<file path="config.mk">
export PLATFORM = sky130hd
export DESIGN_NAME = pwm_bank_flat
export DESIGN_NICKNAME = d
export VERILOG_FILES = /design/src/rtl/pwm_bank_if.sv /design/src/rtl/pwm_bank.sv /design/src/flat_wrapper.sv
export SDC_FILE = /design/constraint.sdc
export NUM_CORES = 1
export LEC_CHECK = 0
export ABC_AREA = 1
export CORE_ASPECT_RATIO = 1.4
export CORE_MARGIN = 2
export CORE_UTILIZATION = 55
export CTS_BUF_LIST = sky130_fd_sc_hd__clkbuf_8
export DETAILED_ROUTE_END_ITERATION = 8
export PLACE_DENSITY = 0.71
export SYNTH_ARGS = -nofsm -noshare
export SYNTH_HDL_FRONTEND = slang
export SYNTH_SLANG_ARGS = --single-unit
</file>
<file path="constraint.sdc">
create_clock -name clk -period 4.4 [get_ports clk]
set_input_delay 0.66 -clock clk [delete_from_list [all_inputs] [get_ports clk]]
set_output_delay 0.66 -clock clk [all_outputs]
set_load 0.005 [all_outputs]
</file>
<file path="src/rtl/pwm_bank_if.sv">
// pwm_bank_if: command byte stream in, PWM levels and frame status out.
// master = UART/command side, slave = pwm_bank.
`default_nettype none

interface pwm_bank_if #(
    parameter int CH = 4
);
    logic [7:0]    rx_dat;
    logic          rx_stb;
    logic [CH-1:0] pwm;
    logic          wrap;
    logic          frm_ok;
    logic          frm_err;

    modport master (
        output rx_dat, rx_stb,
        input  pwm, wrap, frm_ok, frm_err
    );

    modport slave (
        input  rx_dat, rx_stb,
        output pwm, wrap, frm_ok, frm_err
    );
endinterface

`default_nettype wire

</file>
<file path="src/rtl/pwm_bank.sv">
// pwm_bank: CH-channel phase-shifted PWM with double-buffered settings and a 3-byte command parser.
// Optional partial-frame idle timeout is built when PWM_BANK_TIMEOUT_EN is defined.
`default_nettype none

module pwm_bank #(
    parameter int CH          = 4,
    parameter int CW          = 9,
    parameter int PERIOD_RST  = 2**CW - 1,
    parameter int TIMEOUT_CYC = 48000
) (
    input  wire logic  clk,
    input  wire logic  rst,
    pwm_bank_if.slave  bus
);

    localparam logic [CW-1:0] PRST = CW'(PERIOD_RST);

    typedef enum logic [1:0] {
        S_IDLE = 2'd0,
        S_HI   = 2'd1,
        S_LO   = 2'd2
    } state_t;

    state_t          state_q, state_d;
    logic [7:0]      hdr_q, hdr_d;
    logic [7:0]      hi_q, hi_d;
    logic            wr_duty, wr_phase, wr_period;
    logic            frm_ok_d, frm_err_d, frm_ok_q, frm_err_q;
    logic            ch_ok;
    logic            tmo;
    logic [CW-1:0]   val;

    logic [CW-1:0]   cnt_q;
    logic [CW-1:0]   period_a_q, period_s_q;
    logic [CW-1:0]   duty_a_q  [CH];
    logic [CW-1:0]   phase_a_q [CH];
    logic [CW-1:0]   duty_s_q  [CH];
    logic [CW-1:0]   phase_s_q [CH];
    logic [CH-1:0]   pwm_d, pwm_q;
    logic            wrap_q;
    logic            commit;

    assign val    = CW'({hi_q, bus.rx_dat});
    assign ch_ok  = {1'b0, hdr_q[5:0]} < 7'(CH);
    assign commit = (cnt_q == period_a_q);

`ifdef PWM_BANK_TIMEOUT_EN
    localparam int TW = $clog2(TIMEOUT_CYC + 1);
    logic [TW-1:0] idle_q;

    always_ff @(posedge clk or negedge rst) begin
        if (!rst) begin
            idle_q <= '0;
        end else if (state_q == S_IDLE || bus.rx_stb || tmo) begin
            idle_q <= '0;
        end else begin
            idle_q <= idle_q + TW'(1);
        end
    end

    // Fires on the TIMEOUT_CYC-th consecutive idle cycle; a strobe that cycle wins.
    assign tmo = (state_q != S_IDLE) && !bus.rx_stb && (idle_q == TW'(TIMEOUT_CYC - 1));
`else
    assign tmo = 1'b0;
`endif

    always_ff @(posedge clk or negedge rst) begin
        if (!rst) begin
            state_q   <= S_IDLE;
            hdr_q     <= '0;
            hi_q      <= '0;
            frm_ok_q  <= 1'b0;
            frm_err_q <= 1'b0;
        end else begin
            state_q   <= state_d;
            hdr_q     <= hdr_d;
            hi_q      <= hi_d;
            frm_ok_q  <= frm_ok_d;
            frm_err_q <= frm_err_d;
        end
    end

    always_comb begin
        state_d   = state_q;
        hdr_d     = hdr_q;
        hi_d      = hi_q;
        wr_duty   = 1'b0;
        wr_phase  = 1'b0;
        wr_period = 1'b0;
        frm_ok_d  = 1'b0;
        frm_err_d = 1'b0;
        if (tmo) begin
            state_d   = S_IDLE;
            frm_err_d = 1'b1;
        end else if (bus.rx_stb) begin
            case (state_q)
                S_IDLE: begin
                    hdr_d   = bus.rx_dat;
                    state_d = S_HI;
                end
                S_HI: begin
                    hi_d    = bus.rx_dat;
                    state_d = S_LO;
                end
                S_LO: begin
                    state_d = S_IDLE;
                    case (hdr_q[7:6])
                        2'd0:    wr_duty   = ch_ok;
                        2'd1:    wr_phase  = ch_ok;
                        2'd2:    wr_period = 1'b1;
                        default: ;
                    endcase
                    frm_ok_d  = wr_duty | wr_phase | wr_period;
                    frm_err_d = ~frm_ok_d;
                end
                default: state_d = S_IDLE;
            endcase
        end
    end

    // Phase-shifted position is folded back into 0..period_a before the duty compare.
    always_comb begin
        logic [CW:0] ph;
        pwm_d = '0;
        ph    = '0;
        for (int c = 0; c < CH; c++) begin
            ph = {1'b0, cnt_q} + {1'b0, phase_a_q[c]};
            if (ph > {1'b0, period_a_q}) begin
                ph = ph - ({1'b0, period_a_q} + (CW+1)'(1));
            end
            pwm_d[c] = (ph < {1'b0, duty_a_q[c]});
        end
    end

    always_ff @(posedge clk or negedge rst) begin
        if (!rst) begin
            cnt_q      <= '0;
            period_a_q <= PRST;
            period_s_q <= PRST;
            pwm_q      <= '0;
            wrap_q     <= 1'b0;
            for (int c = 0; c < CH; c++) begin
                duty_a_q[c]  <= '0;
                phase_a_q[c] <= '0;
                duty_s_q[c]  <= '0;
                phase_s_q[c] <= '0;
            end
        end else begin
            wrap_q <= (cnt_q == '0);
            pwm_q  <= pwm_d;
            if (commit) begin
                cnt_q      <= '0;
                period_a_q <= period_s_q;
                for (int c = 0; c < CH; c++) begin
                    duty_a_q[c]  <= duty_s_q[c];
                    phase_a_q[c] <= (phase_s_q[c] > period_s_q) ? period_s_q : phase_s_q[c];
                end
            end else begin
                cnt_q <= cnt_q + CW'(1);
            end
            // Shadow writes landing on the commit edge are picked up at the next wrap.
            if (wr_period) begin
                period_s_q <= val;
            end
            for (int c = 0; c < CH; c++) begin
                if (wr_duty && hdr_q[5:0] == 6'(c)) begin
                    duty_s_q[c] <= val;
                end
                if (wr_phase && hdr_q[5:0] == 6'(c)) begin
                    phase_s_q[c] <= val;
                end
            end
        end
    end

    assign bus.pwm     = pwm_q;
    assign bus.wrap    = wrap_q;
    assign bus.frm_ok  = frm_ok_q;
    assign bus.frm_err = frm_err_q;

endmodule

`default_nettype wire

</file>
<file path="src/flat_wrapper.sv">
// flat-port wrapper written by rule: the top's interface ports become plain ports
module pwm_bank_flat 
#(
    parameter int CH          = 4,
    parameter int CW          = 9,
    parameter int PERIOD_RST  = 2**CW - 1,
    parameter int TIMEOUT_CYC = 48000
)
  (clk, rst, bus_rx_dat, bus_rx_stb, bus_pwm, bus_wrap, bus_frm_ok, bus_frm_err);
  pwm_bank_if #(.CH(CH)) bus_i ();
  input  wire logic clk;
  input  wire logic rst;
  input wire logic [$bits(bus_i.rx_dat)-1:0] bus_rx_dat;
  input wire logic [$bits(bus_i.rx_stb)-1:0] bus_rx_stb;
  output wire logic [$bits(bus_i.pwm)-1:0] bus_pwm;
  output wire logic [$bits(bus_i.wrap)-1:0] bus_wrap;
  output wire logic [$bits(bus_i.frm_ok)-1:0] bus_frm_ok;
  output wire logic [$bits(bus_i.frm_err)-1:0] bus_frm_err;
  assign bus_i.rx_dat = bus_rx_dat;
  assign bus_i.rx_stb = bus_rx_stb;
  assign bus_pwm = bus_i.pwm;
  assign bus_wrap = bus_i.wrap;
  assign bus_frm_ok = bus_i.frm_ok;
  assign bus_frm_err = bus_i.frm_err;
  pwm_bank #(.CH(CH), .CW(CW), .PERIOD_RST(PERIOD_RST), .TIMEOUT_CYC(TIMEOUT_CYC)) u_core (.clk(clk), .rst(rst), .bus(bus_i));
endmodule
</file>
== Word level (Yosys, flattened, before mapping) ==
Index checks and enable logic that the tools add are counted.

* Register bits after elaboration: 189
* Logic and storage cells: 103
* Bits of input ports: 11
* Output and inout port bits: 7

* Equal/unequal tests: 8
* Magnitude comparators: 13
* Reductions and logical operators: 14
* Add/sub/neg operators: 10
* Muxes and demuxes: 29
* Bitwise gates (word level): 3

{| class="wikitable"
|+ Operator list
! operator !! count
|-
| two-way mux 9 bit || 5
|-
| adder 9 x 9 -> 10 bit || 4
|-
| > comparator 10 x 9 -> 1 bit || 4
|-
| less-than comparator 10 x 9 -> 1 bit || 4
|-
| two-way mux 10 bit || 4
|-
| subtractor 10 bit || 4
|-
| > comparator 9 bit || 4
|-
| two-way mux 1 bit || 19
|-
| equality test 6 x 2 -> 1 bit (second input constant) || 2
|-
| adder 9 x 1 -> 10 bit (second input constant) || 1
|-
| adder 9 x 1 -> 9 bit (second input constant) || 1
|-
| equality test 9 bit || 1
|-
| logical NOT 9 bit || 1
|-
| logical AND 1 bit || 8
|-
| equality test 6 x 1 -> 1 bit (second input constant) || 1
|-
| logical NOT 6 bit || 1
|-
| less-than comparator 6 x 3 -> 1 bit (second input constant) || 1
|-
| equality test 2 x 1 -> 1 bit (second input constant) || 2
|-
| equality test 2 bit (second input constant) || 2
|-
| logical NOT 2 bit || 2
|-
| case mux 2 bit (2 select lines) || 1
|-
| AND reduction 2 bit || 2
|-
| bitwise OR 1 bit || 2
|-
| inverter 1 bit || 1
|}

== Longest topological paths before layout ==
Gate-level depths: netlist of the first run.

* Depth after elaboration: 9
* Gate-level depth with buffers: 30
* Mapped depth without buffers: 29

== Least setup slack after synthesis of the first run ==
No wires, ideal clock.

* Path type: register -> register
* Start point: register u_core.cnt_q[0]
* End point: register u_core.pwm_q[3] (netlist: u_core.bus.pwm[3])
* Path slack: 0.365 ns
* Required time: 4.323 ns
* Library setup time: 0.077 ns
* Stages on the path, launching flop included: 29
* Arrival time: 3.957 ns
* Clock period less this slack: 4.035 ns
* Path through: dfrtp_1 ha_1 fa_1 nand3_1 nand2_1 a21oi_1 nor2_1 nor2_1 o21bai_1 nand2_1 nand2_1 xor2_1 ha_1 nand2_1 nor2_1 nand3_1 nand2_1 nand2_1 inv_1 clkbuf_1 o21ai_0 ha_1 a21oi_1 o21ai_0 a21oi_1 o21bai_1 a21oi_1 o21ai_0 a21oi_1

* Longest elaborated chain between the ends: 4
* Elaborated cells on any way between the ends: 5

{| class="wikitable"
|+ Ends and longest elaborated chain
! element !! line !! text
|-
| start, declared || pwm_bank.sv:33 || <nowiki>logic [CW-1:0] cnt_q;</nowiki>
|-
| start signal, assigned || pwm_bank.sv:159 || <nowiki>cnt_q <= cnt_q + CW'(1);</nowiki>
|-
| adder 9 x 9 -> 10 bit * || pwm_bank.sv:127 || <nowiki>ph = {1'b0, cnt_q} + {1'b0, phase_a_q[c]};</nowiki>
|-
| subtractor 10 bit / > comparator 10 x 9 -> 1 bit (equally long branches) || pwm_bank.sv:129, pwm_bank.sv:128 ||
|-
| two-way mux 10 bit * || pwm_bank.sv:128 || <nowiki>if (ph > {1'b0, period_a_q}) begin</nowiki>
|-
| less-than comparator 10 x 9 -> 1 bit * || pwm_bank.sv:131 || <nowiki>pwm_d[c] = (ph < {1'b0, duty_a_q[c]});</nowiki>
|-
| via u_core.pwm_d[3] || pwm_bank.sv:39 || <nowiki>logic [CH-1:0] pwm_d, pwm_q;</nowiki>
|-
| end signal, assigned || pwm_bank.sv:150 || <nowiki>pwm_q <= pwm_d;</nowiki>
|-
| end, declared || pwm_bank.sv:39 ||
|}

Mark *: on every way through the listed nets, which the timed path passes. The rest lies on a longest branch.
A chain may end at the register's enable or synchronous reset.

== Final worst setup path of the first run ==
* Start point: register u_core.cnt_q[0]
* End point: register u_core.pwm_q[0] (netlist: u_core.bus.pwm[0])

The elaborated chain is that of the path after synthesis.

==> impl_results.md, run 1 <==
* GRT overflow at 0
* Post-Route WL at 37310 microns
* Tmin final at 4.142 ns
* Total iterations of the first detailed-routing run at 5
* CTS tree: done
* Num rows at 67
* Clock Skews at 0.01721 ns
* Core Util, Final at 60.49%
* Clock sink total at 189
* # diodes at 0
* CP Launch Type: register
* Worst Tran Pin Value at 0.9391 ns
* Layout cells sized above 1 at 6.261%
* Initial core utilization at 55.94%
* Post-Layout Cell Count at 2067
* Hpwl dp at 28680 microns
* 1st-iter DRT viols at 707
* Pre-CTS setup slack at 0.2310 ns
* Worst rel slew slack at 37.17%
* RSZ-0062 raised after global routing: yes
* Number of global-route vias before repair at 11.55k
* Cell Pwr Density at 280.3 nW/um^2
* Die area at 25670 sq um
* Wire length of the first global-routing pass at 60100 microns
* GRT Total Usage at 30.69%
* Area grow syn2layout at 8.125%
* Syn_nets at 1912
* Worst Setup End Kind: register
* Placed cells at 2029
* Most used DFF post-synth: dfrtp_1
* Syn. warnings at 0
* Status: finished clean
* WP data arrival at 4.57 ns
* R2R setup slack at 0.26 ns
* Final ANT Viol Nets at 0
* TritonCTS Buffers at 17
* CTS H-tree depth at 4
* Commonest non-fill, non-tap cell in the layout: nand2_1
* RD Place Congestion at 1.006
* Syn Inst Count at 1714
* # IOs at 18
* Die H at 188.8 microns
* Drt via density at 5.644
* Commonest non-fill, non-tap cells in the layout: nand2_1 (412), o21ai_0 (202), inv_1 (198), ha_1 (178), dfrtp_1 (169)
* Max frequency at 241.4 MHz
* Port Buffers at 17
* Leakage at 7.471 nW
* Hold Vio Cnt, Final at 0
* Vias at 11.67k
* Max Cap Viol at 0
* Max-slew violations at 0
* Synth cell types at 40
* Final setup vio count at 0
* Die width at 136.0 microns
* Root Buffer: clkbuf_8
* Core Box Area at 23980 sq um
* Worst setup margin at 0.2580 ns
* Clk pin slew, worst setup/hold paths at 0.10 ns
* DR WL/cell at 18.05 microns
* Largest net degree at the start of global routing at 118
* Avg Inst Size Synth at 7.825 sq um
* Antenna violations before repair at 0
* Async S/R FF share, synth at 100.0%
* Nets@finish at 1942
* Power Total at 4.066 mW
* Worst skew pair latency at 0.50 ns
* Clock Path Buffers at 2
* Number of synthesized flops with an enable pin at 0
* Worst VDD drop at 0.4091 mV
* Seq/Total Area, Yosys at 35.43%
* Synthesized area at 13410 sq um
* Required time of the critical path at 4.82 ns
* Synth Register Bits at 189
* CP Max Fanout at 10
* Hold Slack at 0.2810 ns
* Period utilization at 94.14%
* Critical path type: reg2reg
* Hold Crit Class: in2async
* Remaining DRCs at 0
-- worst max-delay path, stage by stage, from the launching register on --
cell and delay [ns]:
dfrtp_1 0.42, ha_1 0.22, inv_1 0.07, fa_1 0.39, o21ai_0 0.27, buf_4 0.17, xor2_1 0.22, inv_1 0.10
ha_1 0.28, nand2_1 0.08, nor2_1 0.06, nand2_1 0.07, nand3_1 0.08, nand2_1 0.07, nand2_1 0.04, nand2_1 0.05
nand2_1 0.04, nand2_1 0.07, nand2_1 0.07, buf_4 0.17, o21ai_0 0.30, ha_1 0.32, nand2_1 0.08, nor2_1 0.04
a211oi_1 0.17, o211ai_1 0.11, a21oi_1 0.12
-- cell families (layout without fill, tap and decap cells) --
family                     count (synthesis)  in the layout  synth area share (%)
AOI/OAI and AO/OA                        407            407                 15.96
xor gates and xnor gates                  56             56                 3.657
adders and majority gates                187            187                 17.89
buffers and inverters                    234            277                 7.090
DFF                                      189            189                 35.43
and+or+nand+nor                          641            641                 19.97
-- layout make-up --
cell class | instances | area (sq um)
clock buffer | 18 | 247.7
clock inverter | 14 | 203.9
fill | 2236 | 9473
inverter | 203 | 767.0
multi-input combinational | 1291 | 7755
sequential | 189 | 4755
tap | 310 | 387.9
timing repair buffer | 41 | 379.1
timing repair inverter | 1 | 7.507
-- sequential cells by signal (all words and copies together) (netlist names), 2 cells and up --
name,count
u_core.phase_s_q,36
u_core.hdr_q,8
u_core.period_a_q,9
u_core.bus.pwm,4
u_core.period_s_q,9
u_core.cnt_q,9
u_core.duty_a_q,36
u_core.state_q,2
u_core.phase_a_q,36
u_core.duty_s_q,36
-- worst paths after layout --
kind	startpoint	to	cells after the start
hold / removal	rst	u_core.hdr_q[2]$_DFFE_PN0P_	1
max in group asynchronous	rst	u_core.period_a_q[0]$_DFFE_PN1N_	2
setup reg to reg	u_core.cnt_q[0]$_DFF_PN0_	u_core.bus.pwm[0]$_DFF_PN0_	26
setup / recovery	u_core.cnt_q[0]$_DFF_PN0_	u_core.bus.pwm[0]$_DFF_PN0_	26
hold reg to reg	u_core.duty_s_q[18]$_DFFE_PN0P_	u_core.duty_a_q[18]$_DFFE_PN0N_	2
min in group clk	u_core.duty_s_q[18]$_DFFE_PN0P_	u_core.duty_a_q[18]$_DFFE_PN0N_	2
-- per-layer routing --
layer	wire length (microns)	global-route usage (%)	vias up
li1	-	-	5790
met1	15450	37.91	5418
met2	17880	51.07	332
met3	1695	4.251	126
met4	2291	17.63	0
met5	0	0	-
-- repair_timing --
item / 4_1_cts / 5_1_grt
setup endpoints to repair: 0 / 3
resized for setup: 0 / 20
hold buffers: 0 / 0
hold endpoints to repair: 0 / 0
setup buffers: 0 / 5
-- where the power goes --
group	total, mW	switching [mW]	internal [mW]
sequential	2.06	0.163	1.90
clock	1.32	0.676	0.647
combinational	0.682	0.482	0.201
-- cells in the mapped netlist (all sizes together) (8+ instances only) --
master  number  area share [%]
dfrtp      171              32
o21bai      10            0.56
dfstp       18             3.5
nor3        21             1.0
o21ai      265             9.9
xor2        41             2.7
nand2      423              12
clkbuf      13            0.36
nand4       18            0.84
inv        202             5.7
nand3       59             2.2
buf         18             1.0
ha         179              17
fa           8             1.2
a21oi      100             3.7
xnor2       15            0.98
nor2       100             2.9
-- per-stage QoR --
stage          area (sq um)  setup TNS, ns
2_1_floorplan         13410              0
3_3_place_gp          13960              0
3_5_place_dp          13960              0
4_1_cts               14410              0
5_1_grt               14500       -0.03947
6_report              14500              0
Note: power is estimated with default switching activity, not from simulation.
==> inputs of run 2 (changes only) <==
--- a/config.mk
+++ b/config.mk
@@ -6,6 +6,7 @@
 export NUM_CORES = 1
 export LEC_CHECK = 0
 export ABC_AREA = 1
+export CAP_MARGIN = 20
 export CORE_ASPECT_RATIO = 1.4
 export CORE_MARGIN = 2
 export CORE_UTILIZATION = 55
==> results of run 2 <==
Same layout as run 1: the final DEF is identical, and so are final timing and power.
==> inputs of run 3 (changes only) <==
==> constraint.sdc (replaced) <==
create_clock -name clk -period 4.8 [get_ports clk]
set_input_delay 0.72 -clock clk [delete_from_list [all_inputs] [get_ports clk]]
set_output_delay 0.72 -clock clk [all_outputs]
set_load 0.005 [all_outputs]
==> impl_results.md, run 3 (synthesized netlist as in run 1, its figures left out) <==
* Num rows at 67
* Hold Crit Class: in2async
* Met1 Use GR at 37.93%
* Antenna violations before repair at 1
* NetSw at 1.217 mW
* Die H at 188.8 microns
* Required time of the critical path at 5.22 ns
* Cell family with most CP delay: compound AO/OA/AOI/OAI gates
* Port Buffers at 17
* GRT Total Usage at 29.67%
* Area grow syn2layout at 6.157%
* Worst skew pair latency at 0.50 ns
* Max Cap Viol at 0
* Clock Path Buffers at 2
* Max frequency at 224.9 MHz
* Max-slew violations at 0
* CP Launch Type: register
* Hpwl dp at 27940 microns
* Critical path type: reg2reg
* WP data arrival at 4.86 ns
* R2R setup slack at 0.35 ns
* # diodes at 0
* CTS tree: done
* Hold Slack at 0.3064 ns
* Worst Setup End Kind: register
* Commonest non-fill, non-tap cells in the layout: nand2_1 (414), o21ai_0 (202), inv_1 (201), ha_1 (179), dfrtp_1 (170)
* Remaining DRCs at 0
* 1st-iter DRT viols at 674
* Clk pin slew, worst setup/hold paths at 0.10 ns
* Pre-CTS setup slack at 0.3438 ns
* DR WL/cell at 17.85 microns
* Cell Pwr Density at 248.5 nW/um^2
* Core Box Area at 23980 sq um
* GRT overflow at 0
* Worst rel slew slack at 31.98%
* Period utilization at 92.64%
* CTS H-tree depth at 4
* Status: finished clean
* Clock share of power at 29.1%
* Commonest non-fill, non-tap cell in the layout: nand2_1
* Met2 Use GR at 50.06%
* Crit path largest cell delay at 0.46 ns
* Clock sink total at 189
* RD Place Congestion at 0.9591
* Grt peak-use layer: met2
* Die width at 136.0 microns
* Met3 Track Usage GR at 3.820%
* Wire length of the first global-routing pass at 58220 microns
* CP max stage cell: dfrtp_1
* TritonCTS Buffers at 17
* Tmin final at 4.447 ns
* CP Buf/Inv Count at 4
* Die area at 25670 sq um
* Nets@finish at 1927
* Layout cells sized above 1 at 4.650%
* Post-Route WL at 36640 microns
* Hold Vio Cnt, Final at 0
* Worst Tran Pin Value at 1.019 ns
* Worst VDD drop at 0.3400 mV
* Final setup vio count at 0
* Drt via density at 5.590
* Initial core utilization at 55.94%
* Sw Share at 34.39%
* Root Buffer: clkbuf_8
* CP Max Fanout at 10
* # IOs at 18
* Combinational Power Share at 17.3%
* Vias at 11.47k
* Post-Layout Cell Count at 2052
* Sequential Power Share at 53.6%
* Leakage at 7.358 nW
* Total iterations of the first detailed-routing run at 6
* Worst setup margin at 0.3533 ns
* Placed cells at 2020
* Number of global-route vias before repair at 10.97k
* Final ANT Viol Nets at 0
* Pint at 2.321 mW
* Largest net degree at the start of global routing at 110
* Post-cts hold buffer count at 0
* RSZ-0062 raised after global routing: yes
* Clock Skews at 0.02072 ns
* Total negative slack at 0 ns
* Cell mode on critical path: nand2_1
run 3: worst reg2reg max path, delay by kind of cell, from the launching register on:
| family | cells | cell delay (ns) |
|---|---|---|
| compound gates | 10 | 1.34 |
| xor+xnor | 1 | 0.20 |
| fa+ha+maj | 4 | 1.19 |
| buf+inv | 4 | 0.52 |
| flops | 1 | 0.46 |
| simple gates | 9 | 0.67 |
run 3: power by group through the flow:
| stage | clock [mW] | combinational (mW) | sequential [mW] |
|---|---|---|---|
| floorplan | 0 | 0.394 | 1.85 |
| global placement | 0 | 0.593 | 1.92 |
| detailed placement | 0 | 0.610 | 1.92 |
| CTS | 1.05 | 0.613 | 1.89 |
| global route | 1.11 | 0.696 | 1.91 |
| finish | 1.03 | 0.613 | 1.90 |
run 3: final timing paths:
kind                                                 start                          endpoint  cells past startpoint
min in group clk           u_core.duty_s_q[18]$_DFFE_PN0P_   u_core.duty_a_q[18]$_DFFE_PN0N_                      2
max in group asynchronous                              rst  u_core.period_s_q[4]$_DFFE_PN1P_                      2
min reg2reg                u_core.duty_s_q[18]$_DFFE_PN0P_   u_core.duty_a_q[18]$_DFFE_PN0N_                      2
min                                                    rst       u_core.hdr_q[4]$_DFFE_PN0P_                      1
max reg2reg                      u_core.cnt_q[0]$_DFF_PN0_       u_core.bus.pwm[1]$_DFF_PN0_                     28
max                              u_core.cnt_q[0]$_DFF_PN0_       u_core.bus.pwm[1]$_DFF_PN0_                     28
run 3: what timing repair did:
| item | CTS | global route |
|---|---|---|
| endpoints found under the setup margin | 0 | 2 |
| setup buffers | 0 | 0 |
| gates resized for setup | 0 | 2 |
run 3: per-layer routing:
layer	up-vias	share of wire, %	wire length, microns
li1	5753	-	-
met1	5358	42	15540
met2	281	49	17900
met3	79	4.6	1699
met4	0	4.1	1501
met5	-	0	0
run 3: per-stage QoR:
step	power [mW]	util, %	cell area (sq um)
after floorplan	2.239	-	13410
after global placement	2.510	57.82	13860
after detailed placement	2.530	57.82	13860
after CTS	3.549	59.35	14230
after global routing	3.708	59.39	14240
final	3.538	59.39	14240
run 3: final cells by class:
cell class,instances,area (sq um)
fill,2269,9737
multi-input combinational,1291,7720
sequential,189,4753
timing repair buffer,27,249.0
inverter,203,762.0
clock buffer,19,261.5
clock inverter,13,105.1
tap,310,387.9
